### config.mk
export PLATFORM = sky130hd
export DESIGN_NAME = logic_unit_stream
export DESIGN_NICKNAME = d
export VERILOG_FILES = /design/src/rtl/logic_unit_stream.sv
export SDC_FILE = /design/constraint.sdc
export NUM_CORES = 1
export LEC_CHECK = 0
export CORE_MARGIN = 1
export CORE_UTILIZATION = 45
export CTS_CLUSTER_DIAMETER = 80
export DETAILED_ROUTE_END_ITERATION = 7
export PLACE_DENSITY = 0.72
export SETUP_SLACK_MARGIN = 0.5
export SYNTH_ARGS = -nofsm -noshare
export SYNTH_HDL_FRONTEND = slang
export SYNTH_SLANG_ARGS = --single-unit
### constraint.sdc
create_clock -name clk -period 1.9 [get_ports clk]
set_input_delay 0.38 -clock clk [delete_from_list [all_inputs] [get_ports clk]]
set_output_delay 0.38 -clock clk [all_outputs]
set_load 0.02 [all_outputs]
### src/rtl/logic_unit_stream.sv
// Registered bitwise logic unit on a valid/ready stream, with AND/OR burst
// accumulation. One output register; a result holds until the consumer takes it.
module logic_unit_stream #(
  parameter int unsigned WIDTH     = 8,
  parameter int unsigned MAX_BURST = 16,
  parameter int unsigned CNT_W     = $clog2(MAX_BURST + 1)
) (
  input  logic             clk,
  input  logic             rst_n,
  input  logic             in_valid,
  output logic             in_ready,
  input  logic [WIDTH-1:0] in_a,
  input  logic [WIDTH-1:0] in_b,
  input  logic [2:0]       in_op,
  input  logic             in_last,
  output logic             out_valid,
  input  logic             out_ready,
  output logic [WIDTH-1:0] out_y,
  output logic             out_zero,
  output logic [CNT_W-1:0] out_count,
  output logic             out_trunc
);

  typedef enum logic {StIdle, StAccum} state_e;

  state_e             r_state, w_state_d;
  logic [WIDTH-1:0]   r_acc, w_acc_d;
  logic [CNT_W-1:0]   r_cnt, w_cnt_d;
  logic               r_op_or, w_op_or_d;

  logic               r_out_valid;
  logic [WIDTH-1:0]   r_out_y;
  logic               r_out_zero;
  logic [CNT_W-1:0]   r_out_count;
  logic               r_out_trunc;

  logic               w_accept;
  logic               w_emit;
  logic [WIDTH-1:0]   w_emit_y;
  logic [CNT_W-1:0]   w_emit_cnt;
  logic               w_emit_trunc;
  logic [WIDTH-1:0]   w_fold;
  logic [CNT_W-1:0]   w_n;

  assign in_ready  = !r_out_valid || out_ready;
  assign w_accept  = in_valid && in_ready;
  assign w_fold    = r_op_or ? (r_acc | in_a) : (r_acc & in_a);
  assign w_n       = r_cnt + CNT_W'(1);

  assign out_valid = r_out_valid;
  assign out_y     = r_out_y;
  assign out_zero  = r_out_zero;
  assign out_count = r_out_count;
  assign out_trunc = r_out_trunc;

  always_comb begin
    w_state_d    = r_state;
    w_acc_d      = r_acc;
    w_cnt_d      = r_cnt;
    w_op_or_d    = r_op_or;
    w_emit       = 1'b0;
    w_emit_y     = '0;
    w_emit_cnt   = CNT_W'(1);
    w_emit_trunc = 1'b0;
    if (w_accept) begin
      unique case (r_state)
        StIdle: begin
          case (in_op)
            3'd0: begin w_emit = 1'b1; w_emit_y = in_a & in_b;    end
            3'd1: begin w_emit = 1'b1; w_emit_y = in_a | in_b;    end
            3'd2: begin w_emit = 1'b1; w_emit_y = ~in_a;          end
            3'd3: begin w_emit = 1'b1; w_emit_y = in_a ^ in_b;    end
            3'd4: begin w_emit = 1'b1; w_emit_y = ~(in_a & in_b); end
            3'd5: begin w_emit = 1'b1; w_emit_y = ~(in_a | in_b); end
            default: begin
              if (in_last) begin
                w_emit   = 1'b1;
                w_emit_y = in_a;
              end else begin
                w_acc_d   = in_a;
                w_cnt_d   = CNT_W'(1);
                w_op_or_d = in_op[0];
                w_state_d = StAccum;
              end
            end
          endcase
        end
        StAccum: begin
          // Latched op governs the whole burst; in_op is ignored here.
          if (in_last || (w_n == CNT_W'(MAX_BURST))) begin
            w_emit       = 1'b1;
            w_emit_y     = w_fold;
            w_emit_cnt   = w_n;
            w_emit_trunc = !in_last;
            w_acc_d      = '0;
            w_cnt_d      = '0;
            w_state_d    = StIdle;
          end else begin
            w_acc_d = w_fold;
            w_cnt_d = w_n;
          end
        end
        default: w_state_d = StIdle;
      endcase
    end
  end

  always_ff @(posedge clk) begin
    if (!rst_n) begin
      r_state     <= StIdle;
      r_acc       <= '0;
      r_cnt       <= '0;
      r_op_or     <= 1'b0;
      r_out_valid <= 1'b0;
      r_out_y     <= '0;
      r_out_zero  <= 1'b0;
      r_out_count <= '0;
      r_out_trunc <= 1'b0;
    end else begin
      r_state <= w_state_d;
      r_acc   <= w_acc_d;
      r_cnt   <= w_cnt_d;
      r_op_or <= w_op_or_d;
      if (w_emit) begin
        r_out_valid <= 1'b1;
        r_out_y     <= w_emit_y;
        r_out_zero  <= (w_emit_y == '0);
        r_out_count <= w_emit_cnt;
        r_out_trunc <= w_emit_trunc;
      end else if (r_out_valid && out_ready) begin
        r_out_valid <= 1'b0;
      end
    end
  end

endmodule

==> metrics.md, run 1 <==
| Metric | Value |
|---|---|
| Min cycle time layout | `between 1500 and 2000 ps` |
| Startpoint Class | `input port` |
| Max Cap Violations | `0` |
| Clock Pin Slew Worst Setup and Hold Paths | `~80 ps` |
| Slew Limit Fails | `0` |
| Residual DRC count | `1` |
| Setup WS pre-CTS | `-731.8 ps` |
| Nets | `481` |
| Clk root buf | `clkbuf_8` |
| Switching Share | `roughly 33%` |
| Leakage power | `1.842 nW` |
| DR iter-0 viols | `210` |
| Max Buffers Root-to-Sink | `2` |
| Std-Cell Rows | `26` |
| Synth Register Bits | `31` |
| Number of routed nets with antenna violations | `0` |
| CP Class | `input port to flop` |
| Worst-path cell chain | `buf_6 > buf_6 > buf_8 > and3b_2 > buf_6 > o211ai_1 > buf_4 > buf_6 > nor2_4 > o21ai_2 > a21o_1 > a21oi_2` |
| Synth warnings | `0` |
| Clock network power share | `30.9%` |
| Initial Util | `46.79%` |
| Final hold slack | `471.7 ps` |
| WP data required | `2090 ps` |
| Syn Nets | `352` |
| Routed WL | `9959 um` |
| Overall Global Routing Usage | `29.92%` |
| Min-Delay Path Class | `flop to flop` |
| Failing checks | `design-rule violations` |
| First-pass GRT wire length | `12790 um` |
| Worst-margin pin slew | `roughly 430 ps` |
| Critical path data arrival time | `2070 ps` |
| CTS tree | `built` |
| Via count | `3083` |
| Diodes inserted | `0` |
| # IOs | `41` |
| Most frequent cells in the layout | `buf_4, nor2_1, dfxtp_1` |
| Synth Flop Type | `dfxtp_1` |
| Switching power total | `0.7587 mW` |
| Clk sinks | `31` |
| Syn Std Cell Area | `2390 um2` |
| RSZ-0062 raised after global routing | `true` |
| Area Growth Syn to Fin | `78.43%` |
| Die footprint | `between 5000 and 6000 um2` |
| Sequential area share after synthesis | `25.97%` |
| Max IR drop VDD | `around 0.00046 V` |
| Core ar. | `5107 um2` |
| CP max-delay cell | `and3b_2` |
| Max frequency | `0.5307 GHz` |
| Status | `complete, but fails checks` |
| GPL Wtd Cong | `0.8840` |
| DR pass1 iterations | `8` |
| Final worst-path setup slack | `15.73 ps` |
| Syn_area_per_cell | `around 7.7 um2` |
| DR WL/cell | `19.49 um` |
| Initial antenna violation count | `0` |
| Grt ovf | `0` |
| Layout cells sized above 1 | `a little over half` |
| CP top delay family | `buffers and inverters` |
| HPWL Detailed | `5243 um` |
| Rel. slew slack | `between 70 and 80%` |
| Buffers & Inverters on Critical Path | `6` |
| Vias per inst | `6.033` |
| Power per Cell Area | `539.2 nW/um2` |
| CTS Buf Count | `5` |
| Setup Skew | `12.99 ps` |
| Post-Synthesis Cells | `slightly above 300` |
| Vias in the first global route | `between 2000 and 3000` |
| Final setup fails | `0` |
| Port Buf Inserts | `40` |
| Final hold violations | `0` |
| Period utilisation layout | `99.17%` |
| Logic pwr share | `38.1%` |
| Post-synthesis async set-or-reset flop share | `0%` |
| Most common cell after layout, fill and taps aside | `buf_4` |
| Worst path most repeated cell | `buf_6` |
| Die Span Y | `approximately 75 um` |
| Die W | `roughly 75 um` |
| Setup TNS | `0 ps` |
| Crit-path max FO | `8` |
| CP endpoint kind | `flop` |
| Sequential share of power | `about 31%` |
| Cell Int Power | `between 1.5 and 2 mW` |
| Largest net degree at the start of global routing | `16` |
| H-tree Lvls | `2` |
| Max incr delay on CP | `240 ps` |
| Clk Latency, worst-skew pair | `around 300 ps` |
| Post-synth EDFFs | `0` |
| Post-synthesis cell type count | `59` |
## stage by stage
stage          util, %  power, mW  instance area, um2  cells
2_1_floorplan        -      1.063                2614    311
3_3_place_gp     66.85      1.329                3415    463
3_5_place_dp     66.85      1.341                3415    463
4_1_cts          77.46      2.131                3956    504
5_1_grt          83.49      2.377                4264    511
6_report         83.49      2.299                4264    511
## repair_timing
action	in CTS	in global routing
hold buffers	0	0
pin swaps	54	54
endpoints found under the setup margin	48	38
buffers inserted	30	6
resized for setup	145	75
cloned	3	1
## worst reg2reg max path, cell delays in order, from the launching register on
cell and delay (ps):
dfxtp_2 390, a21oi_1 150, o32a_1 170, o31a_1 210
o311ai_2 140, or4b_4 500, o31ai_2 170
## cells by family (layout without fill, tap and decap cells)
kind of cell	after synthesis	in the layout	synth area share [%]
buf+inv	42	170	8.010
mux	5	5	2.147
compound gates	99	99	29.48
simple gates	108	110	22.15
fa+ha+maj	18	18	9.319
xor+xnor	8	8	2.932
flops	31	31	25.97
## power groups by stage
stage,logic (mW),clock network [mW],registers [mW]
floorplan,0.326,0,0.736
global placement,0.608,0,0.721
detailed placement,0.618,0,0.723
CTS,0.740,0.686,0.705
global route,0.924,0.739,0.714
finish,0.876,0.711,0.712
## Yosys cell counts, drive strengths merged (3+ instances only)
cell type,n,share of area [%]
nor2,32,5.0
xor2,3,1.1
a22oi,8,2.5
a21oi,21,4.4
nand4b,3,1.1
and2,7,1.8
and3,3,0.79
o21a,3,0.94
o21ai,19,4.0
o31ai,5,1.8
nand3,15,3.1
a31oi,3,0.79
a31o,3,1.1
a21o,3,0.94
nand2,25,3.9
mux2i,4,1.7
buf,12,3.3
nor2b,5,1.3
nand2b,3,0.79
dfxtp,31,26
a222oi,3,1.3
a32o,3,1.3
a221oi,7,2.6
clkbuf,9,1.4
nor3,5,1.0
ha,17,8.9
xnor2,5,1.8
inv,20,3.1
## area by class of cell
| type | count | area [um2] |
|---|---|---|
| tap | 70 | 87.58 |
| timing repair buffer | 141 | 1197 |
| clock inverter | 2 | 35.03 |
| fill | 272 | 843.3 |
| inverter | 21 | 96.34 |
| sequential | 31 | 638.1 |
| multi-input combinational | 240 | 2127 |
| clock buffer | 6 | 82.58 |
## final timing paths
path	start	slack (ps)	to	cells past startpoint
worst max-delay path	in_op[1]	20	r_acc[1]$_SDFFE_PN0P_	12
worst min-delay path	out_count[0]$_SDFFE_PN0P_	470	out_count[0]$_SDFFE_PN0P_	2
worst max register to register	r_op_or$_SDFFE_PN0P_	100	out_zero$_SDFFE_PN0P_	6
worst min register to register	out_count[0]$_SDFFE_PN0P_	470	out_count[0]$_SDFFE_PN0P_	2
## state kept, by name (all words and copies together) (netlist names)
name       count
r_state        1
r_op_or        1
out_y          8
r_acc          8
out_count      5
out_trunc      1
r_cnt          5
out_valid      1
out_zero       1
## metal layers
layer  up-vias  routed length [um]  part of all wire (%)  track usage [%]
met2       179                4724                    47            53.45
li1       1390                   -                     -                -
met3        46                 730                   7.3            4.685
met5         -                   0                     0                0
met4         0                 490                   4.9            8.595
met1      1468                4013                    40            37.07
Note: power is estimated with default switching activity, not from simulation.
==> inputs of run 2 (changes only) <==
--- a/config.mk
+++ b/config.mk
@@ -5,6 +5,7 @@
 export SDC_FILE = /design/constraint.sdc
 export NUM_CORES = 1
 export LEC_CHECK = 0
+export ABC_AREA = 1
 export CORE_MARGIN = 1
 export CORE_UTILIZATION = 45
 export CTS_CLUSTER_DIAMETER = 80
==> run 2 against run 1 <==
  * The flow now finishes without violations
  * Worst hold slack got worse by 6.8 ps
  * Sequential share of layout area rose by 1.4 points
  * Critical endpoint is now r_cnt[2]$_SDFFE_PN0P_
  * Non-clock buffer count fell by 22
  * Largest cell class unchanged
  * Highest routed layer unchanged
  * Die area fell by 0.21%
  * Critical path type is now flop to flop
  * Combinational power fell by 18%
  * Clock skew fell by 2.8 ps
==> metrics.md, run 2 <==
| Metric | Value |
|---|---|
| CTS Buf Count | `5` |
| Synth warnings | `0` |
| Post-synth top area cell | `dfxtp_1` |
| DR WL/cell | `15.53 um` |
| DR pass1 iterations | `5` |
| Post-synthesis async set-or-reset flop share | `0%` |
| Die footprint | `5594 um2` |
| Worst-path cell chain | `buf_4 > nand3_1 > nand2_1 > nand2_2 > nand3_4 > inv_4 > nor2_4 > inv_2 > nor3_4 > nand2_1 > a21oi_1` |
| Max Cap Violations | `0` |
| Final setup fails | `0` |
| Grt ovf | `0` |
| Vias in the first global route | `2810` |
| First-pass GRT wire length | `around 13000 um` |
| Critical path data arrival time | `1890 ps` |
| Final hold violations | `0` |
| H-tree Lvls | `2` |
| CP Class | `flop to flop` |
| Synth Register Bits | `31` |
| Port Buf Inserts | `40` |
| Status | `finished, final reports clean` |
| Area Growth Syn to Fin | `61.70%` |
| Top post-synthesis cells by count | `nand2_1, nor2_1, inv_1` |
| Syn Nets | `about 400` |
| Clk sinks | `31` |
| Vias per inst | `roughly 5.5` |
| Area occupied by multi-input gates | `between 1500 and 2000 um2` |
| Power per Cell Area | `521.8 nW/um2` |
| Residual DRC count | `0` |
| Initial Util | `a little under half` |
| Most common cell in the netlist | `nand2_1` |
| Syn_area_per_cell | `6.534 um2` |
| Rel. slew slack | `76.57%` |
| Finished Layout Cells | `549` |
| Most frequent cells in the layout | `buf_4, nand2_1, inv_1` |
| Min cycle time layout | `1708 ps` |
| Synth Flop Type | `dfxtp_1` |
| Layout cells sized above 1 | `34.24%` |
| Clk Latency, worst-skew pair | `290 ps` |
| Yosys top cell area share | `between 20% and 30%` |
| Post-Synthesis Cells | `365` |
| Sequential area share after synthesis | `about a quarter` |
| CP max-delay cell | `dfxtp_4` |
| Worst Hold Launch | `out_y[3]$_SDFFE_PN0P_` |
| Overall Global Routing Usage | `29.52%` |
| Nets | `519` |
| Crit-path max FO | `3` |
| Post-synth EDFFs | `0` |
| Via count | `3026` |
| Clk root buf | `clkbuf_8` |
| Met2 routed WL | `4253 um` |
| Hold_buf cts | `0` |
| Worst Hold End | `out_y[3]$_SDFFE_PN0P_` |
| Period utilisation layout | `89.91%` |
| CTS tree | `built` |
| Core ar. | `between 5000 and 6000 um2` |
| Worst r2r src | `r_cnt[1]$_SDFFE_PN0P_` |
| Synth area leaders | `dfxtp_1, ha_1, nand2_1` |
| WP data required | `2080 ps` |
| HPWL Detailed | `5261 um` |
| Post-synthesis cell type count | `35` |
| Slew Limit Fails | `0` |
| Setup TNS | `0 ps` |
| R2r endpoint | `r_cnt[2]$_SDFFE_PN0P_` |
| Design area | `3856 um2` |
| CP top delay family | `simple AND/OR/NAND/NOR gates` |
| CP endpoint kind | `flop` |
| Clock Pin Slew Worst Setup and Hold Paths | `about 60 ps` |
| Die W | `74.80 um` |
| Number of routed nets with antenna violations | `0` |
| Std-Cell Rows | `26` |
| Max frequency | `0.5854 GHz` |
| RSZ-0062 raised after global routing | `true` |
| Max IR drop VDD | `roughly 0.00050 V` |
| Worst-margin pin slew | `351.5 ps` |
| Pwr Total | `2.012 mW` |
| Buffers & Inverters on Critical Path | `3` |
| Routed WL | `8527 um` |
| Wl on met1 | `approximately 3500 um` |
| # IOs | `41` |
| Die Span Y | `74.80 um` |
| Initial antenna violation count | `0` |
| Syn Std Cell Area | `2385 um2` |
| Worst path most repeated cell | `nand2_1` |
| Cells after DPL | `512` |
| Placed Instance Area | `~3200 um2` |
| Met3 WL | `524 um` |
| R2R setup slack | `190 ps` |
| Worst r2r path cells | `11` |
| Most common cell after layout, fill and taps aside | `buf_4` |
| Register area | `630.6 um2` |
| Setup Skew | `10.22 ps` |
| Startpoint Class | `flop` |
| Diodes inserted | `0` |
| DR iter-0 viols | `265` |
| Leakage power | `1.804 nW` |
| GPL Wtd Cong | `0.9367` |
| Max Used Layer | `met4` |
| Fillers | `392` |
| Hold-critical path depth | `2` |
| Max incr delay on CP | `roughly 370 ps` |
| Max Buffers Root-to-Sink | `2` |
| Largest net degree at the start of global routing | `23` |
| Min-Delay Path Class | `flop to flop` |
-- run 2: tightest hold or removal path: cells and delay by family (launching register included) --
kind | cells | cell delay, ps
flip-flops | 1 | 310
AND/OR/NAND/NOR | 1 | 60
AO/OA/AOI/OAI | 1 | 50
-- run 2: logic make-up (layout without fill, tap and decap cells) --
logic type	Yosys count	in the layout	share of synthesized area, %
fa+ha+maj	17	17	8.919
buf+inv	70	182	12.17
compound gates	70	70	17.73
simple gates	177	179	35.15
flops	31	31	26.02
-- run 2: worst max path at each step --
stage	startpoint	endpoint	slack, ps	cells after the start
3_5_place_dp	in_op[1]	out_zero$_SDFFE_PN0P_	-260	12
3_3_place_gp	in_op[1]	out_zero$_SDFFE_PN0P_	-220	12
4_1_cts	r_cnt[0]$_SDFFE_PN0P_	out_zero$_SDFFE_PN0P_	290	12
6_report	r_cnt[1]$_SDFFE_PN0P_	r_cnt[2]$_SDFFE_PN0P_	190	11
5_1_grt	r_cnt[1]$_SDFFE_PN0P_	r_cnt[2]$_SDFFE_PN0P_	90	11
2_1_floorplan	r_cnt[1]$_SDFFE_PN0P_	out_zero$_SDFFE_PN0P_	480	12
-- run 2: area by class of cell --
| cell class | instances | share of cell area (%) |
|---|---|---|
| Multi-Input combinational cell | 266 | 44.78 |
| Timing Repair inverter | 1 | 0.1947 |
| Clock buffer | 8 | 2.596 |
| Inverter | 54 | 5.775 |
| Timing Repair Buffer | 119 | 28.03 |
| Tap cell | 70 | 2.271 |
| Sequential cell | 31 | 16.35 |
-- run 2: through the flow --
stage | util [%] | setup slack (ps) | hold WS, ps
floorplan | - | 480.4 | 457.5
global placement | 63.38 | -219.1 | 457.0
detailed placement | 63.38 | -264.0 | 459.8
CTS | 73.13 | 293.4 | 464.5
global route | 75.50 | 85.81 | 488.2
finish | 75.50 | 191.7 | 464.8
-- run 2: timing repair --
item / CTS / global route
endpoints found under the setup margin: 48 / 37
gates resized for setup: 119 / 32
pin swaps: 44 / 13
gates cloned: 4 / 0
setup buffers: 19 / 6
-- run 2: where the power goes --
group          internal [mW]  switching, mW
sequential             0.686         0.0298
combinational          0.332          0.384
clock                  0.330          0.249
-- run 2: per-layer routing --
metal,vias to the layer above,GRT usage (%)
met2,144,52.55
met1,1402,35.43
met5,-,0
li1,1459,-
met3,21,6.292
met4,0,9.224
==> inputs of run 3 (changes only) <==
--- a/config.mk
+++ b/config.mk
@@ -6,10 +6,12 @@
 export NUM_CORES = 1
 export LEC_CHECK = 0
 export ABC_AREA = 1
+export CAP_MARGIN = 20
 export CORE_MARGIN = 1
 export CORE_UTILIZATION = 45
 export CTS_CLUSTER_DIAMETER = 80
 export DETAILED_ROUTE_END_ITERATION = 7
+export GPL_ROUTABILITY_DRIVEN = 1
 export PLACE_DENSITY = 0.72
 export SETUP_SLACK_MARGIN = 0.5
 export SYNTH_ARGS = -nofsm -noshare
==> results of run 3 <==
No change in the layout: final DEF, timing and power equal those of run 2.
